**src/rtl/sw_out_arb.sv**
```systemverilog
// rtl/sw_out_arb.sv - per-output-port round-robin packet arbiter
//
// Purpose: grants one output link of the packet switch to one input-port
// controller at a time. Requests are arbitrated round-robin, with the last
// winner given lowest priority. A grant is held for a whole packet, up to
// and including its TAIL flit. The block also drives the crossbar select.
//
// Optional feature: define SW_ARB_TIMEOUT_EN to add a hold timeout and the
// tmo port. With the timeout, a grant that sees MAXHOLD consecutive cycles
// without a flit from its owner is force-released.
//
// Ports:
//   clk    clock, all state on posedge
//   rst    synchronous reset, active-high
//   req    [NIN]   request from input i, level, held until packet done
//   vld    [NIN]   input i presents a flit this cycle
//   ptype  [2*NIN] flit type of input i at [2i+1:2i]
//   ack    [NIN]   one-hot grant (zero when idle)
//   sel    [SELW]  index of granted input (0 when idle)
//   ovld   flit forwarded to the output link this cycle
//   busy   grant held
//   tmo    one-cycle pulse after a forced release (SW_ARB_TIMEOUT_EN only)

module sw_out_arb #(
  parameter int NIN     = 4,
  parameter int MAXHOLD = 64,
  localparam int SELW   = (NIN > 1) ? $clog2(NIN) : 1
) (
  input  logic              clk,
  input  logic              rst,
  input  logic [NIN-1:0]    req,
  input  logic [NIN-1:0]    vld,
  input  logic [2*NIN-1:0]  ptype,
  output logic [NIN-1:0]    ack,
  output logic [SELW-1:0]   sel,
  output logic              ovld,
  output logic              busy
`ifdef SW_ARB_TIMEOUT_EN
  ,
  output logic              tmo
`endif
);

  // Flit type codes.
  localparam logic [1:0] PT_TAIL = 2'b10;

  if (NIN < 2 || NIN > 16 || MAXHOLD < 1) begin : g_param_check
    $error("sw_out_arb: NIN must be 2..16 and MAXHOLD at least 1");
  end

  typedef enum logic {IDLE, HOLD} state_t;

  state_t          state, state_n;
  logic [SELW-1:0] g, g_n;        // current grant owner
  logic [SELW-1:0] ptr, ptr_n;    // round-robin start point
  logic [NIN-1:0]  elig;          // requesters allowed in this arbitration
  logic            found;
  logic [SELW-1:0] win;
  logic [SELW-1:0] idx;
  logic            rel_tail, rel_wd, rel_to, rel;

`ifdef SW_ARB_TIMEOUT_EN
  localparam int CW = $clog2(MAXHOLD + 1);
  logic [CW-1:0] cnt, cnt_n;
  logic          tmo_q, tmo_n;
`endif

  // Release conditions for the current holder.
  always_comb begin
    rel_tail = (state == HOLD) && vld[g] && (ptype[{g, 1'b0} +: 2] == PT_TAIL);
    rel_wd   = (state == HOLD) && !req[g];
`ifdef SW_ARB_TIMEOUT_EN
    // Release on the edge that completes the MAXHOLD-th idle cycle.
    rel_to   = (state == HOLD) && !vld[g] && (cnt == CW'(MAXHOLD - 1));
`else
    rel_to   = 1'b0;
`endif
    rel      = rel_tail || rel_wd || rel_to;
    // A timed-out owner still has req set but must not win straight back.
    elig     = req;
    if (rel_to) elig[g] = 1'b0;
  end

  // Round-robin search of elig starting at ptr, wrapping at NIN-1.
  always_comb begin
    found = 1'b0;
    win   = '0;
    idx   = '0;
    for (int i = 0; i < NIN; i++) begin
      idx = SELW'((int'(ptr) + i) % NIN);
      if (!found && elig[idx]) begin
        found = 1'b1;
        win   = idx;
      end
    end
  end

  // State register.
  always_ff @(posedge clk) begin
    if (rst) begin
      state <= IDLE;
      g     <= '0;
      ptr   <= '0;
`ifdef SW_ARB_TIMEOUT_EN
      cnt   <= '0;
      tmo_q <= 1'b0;
`endif
    end else begin
      state <= state_n;
      g     <= g_n;
      ptr   <= ptr_n;
`ifdef SW_ARB_TIMEOUT_EN
      cnt   <= cnt_n;
      tmo_q <= tmo_n;
`endif
    end
  end

  // Next-state logic. A release re-arbitrates in the same edge, so
  // back-to-back packets from different inputs see no idle bubble.
  always_comb begin
    state_n = state;
    g_n     = g;
    ptr_n   = ptr;
    case (state)
      IDLE: begin
        if (found) begin
          state_n = HOLD;
          g_n     = win;
          ptr_n   = (win == SELW'(NIN - 1)) ? '0 : win + 1'b1;
        end
      end
      HOLD: begin
        if (rel) begin
          if (found) begin
            g_n   = win;
            ptr_n = (win == SELW'(NIN - 1)) ? '0 : win + 1'b1;
          end else begin
            state_n = IDLE;
          end
        end
      end
      default: state_n = IDLE;
    endcase
  end

`ifdef SW_ARB_TIMEOUT_EN
  // The idle counter restarts on every new grant and on every owner flit.
  always_comb begin
    cnt_n = '0;
    if (state == HOLD && !rel && !vld[g]) cnt_n = cnt + 1'b1;
    // A simultaneous withdrawal is an ordinary release, not a forced one.
    tmo_n = rel_to && req[g];
  end
`endif

  // Outputs decoded from registered state.
  always_comb begin
    busy = (state == HOLD);
    sel  = busy ? g : '0;
    ack  = busy ? (NIN'(1) << g) : '0;
    ovld = busy && vld[sel];
`ifdef SW_ARB_TIMEOUT_EN
    tmo  = tmo_q;
`endif
  end

endmodule

```
**config.mk**
```make
export PLATFORM = sky130hd
export DESIGN_NAME = sw_out_arb
export DESIGN_NICKNAME = d
export VERILOG_FILES = /design/src/rtl/sw_out_arb.sv
export SDC_FILE = /design/constraint.sdc
export NUM_CORES = 1
export LEC_CHECK = 0
export CORE_AREA = 2 2 39 41
export CTS_CLUSTER_DIAMETER = 200
export DETAILED_ROUTE_END_ITERATION = 10
export DIE_AREA = 0 0 41 43
export DONT_BUFFER_PORTS = 1
export SETUP_SLACK_MARGIN = 0.3
export SLEW_MARGIN = 20
export SYNTH_ARGS = -nofsm -noshare
export SYNTH_HDL_FRONTEND = slang
export SYNTH_SLANG_ARGS = --single-unit
```
**constraint.sdc**
```tcl
create_clock -name clk -period 2.1 [get_ports clk]
set_clock_uncertainty 0.15 [all_clocks]
set_input_delay 0.105 -clock clk [delete_from_list [all_inputs] [get_ports clk]]
set_output_delay 0.105 -clock clk [all_outputs]
set_load 0.01 [all_outputs]
```
==> results.json, run 1 <==
{
  "worstSetupStartpointType": "flip-flop",
  "fmaxAchievable_ghz": 0.5813,
  "syn_nets": 73,
  "reg2reg_from": "busy$_SDFF_PP0_",
  "start_util": 0.3517,
  "die_h_um": 43,
  "reg2reg_depth": 4,
  "use_met2": 0.2719,
  "clk_pin_slew_ns": 0.05,
  "syn_area_per_cell_um2": 9.013,
  "ys_seq_elements": 5,
  "final.min_clock_period_ns": 1.720,
  "finalSetupViolCount": 0,
  "cts_root_buf": "clkbuf_4",
  "required_ns": 1.85,
  "r2r_slack_ns": 0.40,
  "p_per_area_mw_per_mm2": 826.1,
  "syn_inst": 54,
  "worst_ep_arrival_time_ns": 1.47,
  "min_path_cells": 3,
  "clk_path_buf_depth": 2,
  "drc_errors": 0,
  "worstMarginPinSlew_ns": 0.5682,
  "min_path_type": "input port to flip-flop",
  "min_from": "req[0]",
  "period_share": 0.8192,
  "drive_above_1_share": 0.2459,
  "finalHoldViolCount": 0,
  "cts_num_sinks": 5,
  "met1_usage": 0.1489,
  "setup_tns_ns": 0,
  "ys_seq_area_frac": 0.2057,
  "peakVddDrop_mv": 0.4773,
  "core_mm2": 0.001384,
  "rsz0062_at_grt": "false",
  "cts_buffers": 3,
  "fp.dieW_um": 41,
  "path_max_fanout": 10,
  "nets": 81,
  "netlist_area_um2": 486.7,
  "leakagePower_nw": 0.2491,
  "grt_pass1_wl_um": 1752,
  "final_max_slew_viol_count": 0,
  "grt_util_met3": 0.06806,
  "status": "completed",
  "diodes": 0,
  "avgViaCountPerCell": 5.584,
  "relSlewSlack": 0.6159,
  "grt-ovfl-total": 0,
  "min_to": "g[0]$_SDFFE_PP0P_",
  "ant_nets": 0,
  "cts_max_level": 1,
  "synthDistinctLibCells": 31,
  "io_pins": 26,
  "area_growth_pct": 15.94,
  "grt_usage": 0.1499,
  "rows": 14,
  "die-area_mm2": 0.001763,
  "place_congestion": 0.7375,
  "cap_violations": 0,
  "vias": 430,
  "total_power_mw": 0.4662,
  "hpwlAfterDp_um": 993.2,
  "avgRoutedWirePerCell_um": 15.52,
  "postCtsSetupBuffers": 0,
  "totalWireLength_um": 1195,
  "clk_latency_ns": 0.24,
  "grt_pass1_vias": 404,
  "cts_tree": "built",
  "grt_max_degree": 11,
  "port_buffers": 0,
  "gr-max-usage-layer": "met2",
  "ys.warnings.count": 0,
  "endpoint_kind": "output port",
  "path_class": "flip-flop to output port",
  "drt_iter0_drc": 6,
  "r2r_end": "ptr[1]$_SDFFE_PP0P_",
  "firstDrtPassIters": 2,
  "antenna_found_initial": 0
}
kinds of logic after synthesis:
logic type	count (synthesis)	share of synthesized area
AND/OR/NAND/NOR	28	0.3548
AO/OA/AOI/OAI	10	0.2083
multiplexers	6	0.1594
flip-flops	5	0.2057
buffers and inverters	4	0.04627
adder cells (fa/ha/maj)	1	0.02570
cell usage after synthesis, drive strengths merged:
cell | count | share of area
and2 | 3 | 0.044
nand3b | 3 | 0.046
and3 | 1 | 0.023
a21o | 1 | 0.015
nor2 | 3 | 0.023
o211a | 1 | 0.021
o21a | 1 | 0.015
buf | 1 | 0.023
a21oi | 2 | 0.021
nor2b | 2 | 0.041
dfxtp | 5 | 0.21
nor4b | 1 | 0.018
mux2 | 1 | 0.023
and3b | 1 | 0.018
a311o | 1 | 0.021
nand3 | 1 | 0.010
and2b | 1 | 0.018
nand2 | 8 | 0.062
nand2b | 2 | 0.026
o221ai | 1 | 0.018
mux2i | 4 | 0.082
mux4 | 1 | 0.054
a2111oi | 1 | 0.057
o22a | 1 | 0.018
inv | 3 | 0.023
nand4 | 1 | 0.013
nor4 | 1 | 0.013
ha | 1 | 0.026
a32o | 1 | 0.023
flip-flops by register name (all words and copies together), names as in the netlist:
register  flops
g             2
busy          1
ptr           2
metal layers:
metal	wire length, µm	up-vias
met4	0	0
met5	0	-
li1	-	215
met2	648	16
met3	83	0
met1	463	199
worst max-delay path by stage:
stage | startpoint | to | cells after the start | slack (ns)
finish | g[1]$_SDFFE_PP0P_ | ovld | 2 | 0.38
detailed placement | g[1]$_SDFFE_PP0P_ | ptr[0]$_SDFFE_PP0P_ | 4 | 0.30
global route | g[1]$_SDFFE_PP0P_ | ovld | 2 | 0.30
CTS | ptr[1]$_SDFFE_PP0P_ | ptr[1]$_SDFFE_PP0P_ | 7 | 0.35
floorplan | ptr[1]$_SDFFE_PP0P_ | ptr[1]$_SDFFE_PP0P_ | 7 | 0.50
global placement | g[1]$_SDFFE_PP0P_ | ptr[0]$_SDFFE_PP0P_ | 4 | 0.32
worst max-delay path: stages, from the launching register on:
cell and delay [ns]:
dfxtp_2 0.43, mux4_1 0.58, and2_1 0.21
cells in the final DEF, fill, tap and decap left out, types with 2 or more instances in the layout:
master / n
clkbuf_4: 3
nand2_1: 8
a21oi_1: 2
nand2b_1: 2
nand3b_1: 3
dlygate4sd3_1: 3
nor2_1: 3
and2_2: 2
dfxtp_1: 3
inv_1: 3
mux2i_1: 4
per-stage QoR:
| step | utilization | cells | hold WS, ns | setup WS (ns) | instance area [µm²] |
|---|---|---|---|---|---|
| finish | 0.4078 | 77 | 0.04083 | 0.3796 | 564.3 |
| global route | 0.4078 | 77 | 0.04099 | 0.3041 | 564.3 |
| CTS | 0.4051 | 77 | 0.03171 | 0.3496 | 560.5 |
| detailed placement | 0.3635 | 70 | 0.03383 | 0.2993 | 503.0 |
| global placement | 0.3635 | 70 | 0.03044 | 0.3237 | 503.0 |
| floorplan | - | 54 | 0.02738 | 0.4987 | 486.7 |
power by group:
| part | total, mW | switching, mW | internal [mW] |
|---|---|---|---|
| Sequential | 0.168 | 0.0418 | 0.127 |
| Clock | 0.112 | 0.0399 | 0.0719 |
| Combinational | 0.186 | 0.0856 | 0.100 |
final cells by class:
cell class              instances  area (µm²)
flip-flops and latches          5       105.1
fillers                       158       819.5
repair buffers                  4       37.54
well taps                      16       20.02
clock buffers                   4       26.28
multi-input cells              45       364.1
inverters                       3       11.26
repair_timing:
item	CTS	global route
resized for setup	1	2
setup endpoints to repair	4	2
hold buffers	3	0
hold endpoints to repair	5	0
gates cloned	0	0
No activity file was read; power rests on OpenSTA's default activity.
==> inputs of run 2 (changes only) <==
- clock period: 2.1 -> 1.8 ns (I/O delays scaled with it)
==> results.json, run 2 (same netlist as run 1, synthesis figures left out) <==
{
  "status": "completed",
  "cts_max_level": 1,
  "avgRoutedWirePerCell_um": 15.34,
  "cts_tree": "built",
  "final_max_slew_viol_count": 0,
  "final_common_cell": "buf_4",
  "finalHoldViolCount": 0,
  "fin_util": 0.4801,
  "crit_chain": "inv_2, o21a_1, o22a_1, ha_2, a311o_1, mux2i_1",
  "hpwlAfterDp_um": 928.5,
  "fin_area_um2": 664.4,
  "cts_num_sinks": 5,
  "min_path_cells": 3,
  "worst_ep_arrival_time_ns": 1.60,
  "fp.dieW_um": 41,
  "reg2reg_depth": 6,
  "r2r_slack_ns": 0.21,
  "min_from": "req[1]",
  "rsz0062_at_grt": "true",
  "die-area_mm2": 0.001763,
  "endpoint_kind": "flip-flop",
  "grt_usage": 0.1631,
  "area_growth_pct": 36.50,
  "final.min_clock_period_ns": 1.594,
  "worstMarginPinSlew_ns": 0.3909,
  "clk_latency_ns": 0.24,
  "avgViaCountPerCell": 5.575,
  "clk_pin_slew_ns": 0.04,
  "min_to": "g[1]$_SDFFE_PP0P_",
  "post_dp_cell_area_um2": 513.0,
  "finalSetupViolCount": 0,
  "worst-path-buf-inv": 1,
  "p_per_area_mw_per_mm2": 965.8,
  "crit_family": "compound AO/OA/AOI/OAI gates",
  "grt-ovfl-total": 0,
  "cpPeakStageDelay_ns": 0.34,
  "cts_buffers": 3,
  "reg2reg_from": "ptr[0]$_SDFFE_PP0P_",
  "drc_errors": 0,
  "min_path_type": "input port to flip-flop",
  "leakagePower_nw": 0.3003,
  "worstSetupStartpointType": "flip-flop",
  "nets": 91,
  "diodes": 0,
  "io_pins": 26,
  "start_util": 0.3517,
  "n_fill_cell": 141,
  "firstDrtPassIters": 3,
  "relSlewSlack": 0.7370,
  "port_buffers": 0,
  "rows": 14,
  "r2r_end": "ptr[0]$_SDFFE_PP0P_",
  "drt_iter0_drc": 3,
  "peakVddDrop_mv": 0.6462,
  "required_ns": 1.81,
  "fmaxAchievable_ghz": 0.6272,
  "core_mm2": 0.001384,
  "grt_max_degree": 8,
  "vias": 485,
  "cap_violations": 0,
  "place_congestion": 0.7033,
  "drive_above_1_share": 0.4789,
  "period_share": 0.8857,
  "layout_common_cells": "buf_4, nand2_1, mux2i_1",
  "grt_pass1_vias": 437,
  "path_class": "flip-flop to flip-flop",
  "grt_pass1_wl_um": 1911,
  "setup_tns_ns": 0,
  "clk_path_buf_depth": 2,
  "ant_nets": 0,
  "fin_hold_ws_ns": 0.01834,
  "totalWireLength_um": 1335,
  "antenna_found_initial": 0,
  "path_max_fanout": 3,
  "die_h_um": 43,
  "critPathSlowestCell": "dfxtp_2",
  "cts_root_buf": "clkbuf_4"
}
run 2: changes by cell type in the layout (fill, tap and decap cells not counted), sizes merged:
cell	previous run	this run
buf	1	11
run 2: tightest hold or removal path, stage by stage:
cell and delay (ns):
a21oi_1 0.03, o221ai_1 0.17, mux2i_1 0.07
run 2: worst max path at each step:
stage               slack, ns  depth (start not counted)             endpoint           startpoint
global route             0.10                          6  ptr[0]$_SDFFE_PP0P_  ptr[0]$_SDFFE_PP0P_
finish                   0.21                          6  ptr[0]$_SDFFE_PP0P_  ptr[0]$_SDFFE_PP0P_
floorplan                0.21                          5    g[1]$_SDFFE_PP0P_    g[1]$_SDFFE_PP0P_
global placement         0.14                          4    g[1]$_SDFFE_PP0P_    g[1]$_SDFFE_PP0P_
detailed placement       0.09                          4    g[1]$_SDFFE_PP0P_    g[1]$_SDFFE_PP0P_
CTS                      0.22                          2                 ovld    g[1]$_SDFFE_PP0P_
run 2: where the power goes:
part           total [mW]  internal, mW  leakage (nW)  switching, mW
logic               0.317         0.186         0.242          0.131
clock network       0.127        0.0837        0.0150         0.0438
registers           0.197         0.152        0.0435         0.0446
run 2: repair_timing:
item | 4_1_cts | 5_1_grt
buffers inserted | 7 | 2
setup endpoints to repair | 5 | 5
pin swaps | 6 | 2
hold buffers | 3 | 0
hold endpoints to repair | 5 | 0
gates resized for setup | 12 | 1
run 2: layout make-up:
class                   count  area, µm²  area share
repair buffers             14      116.4      0.1751
clock buffers               4      26.28     0.03955
well taps                  16      20.02     0.03013
multi-input cells          45      379.1      0.5706
inverters                   3      11.26     0.01695
flip-flops and latches      5      111.4      0.1676
run 2: stage by stage:
step	instances	power, mW	worst slack [ns]
after floorplan	54	0.3763	0.2066
after global placement	71	0.4018	0.1389
after detailed placement	71	0.4068	0.08757
after CTS	85	0.6270	0.2150
after global routing	87	0.6882	0.1027
final	87	0.6416	0.2057
run 2: per-layer routing:
metal / vias to the layer above / share of wire / GRT usage
met5: - / 0 / 0
met4: 0 / 0 / 0
met3: 0 / 0.082 / 0.07853
met2: 16 / 0.54 / 0.3094
met1: 231 / 0.38 / 0.1558
li1: 238 / - / -
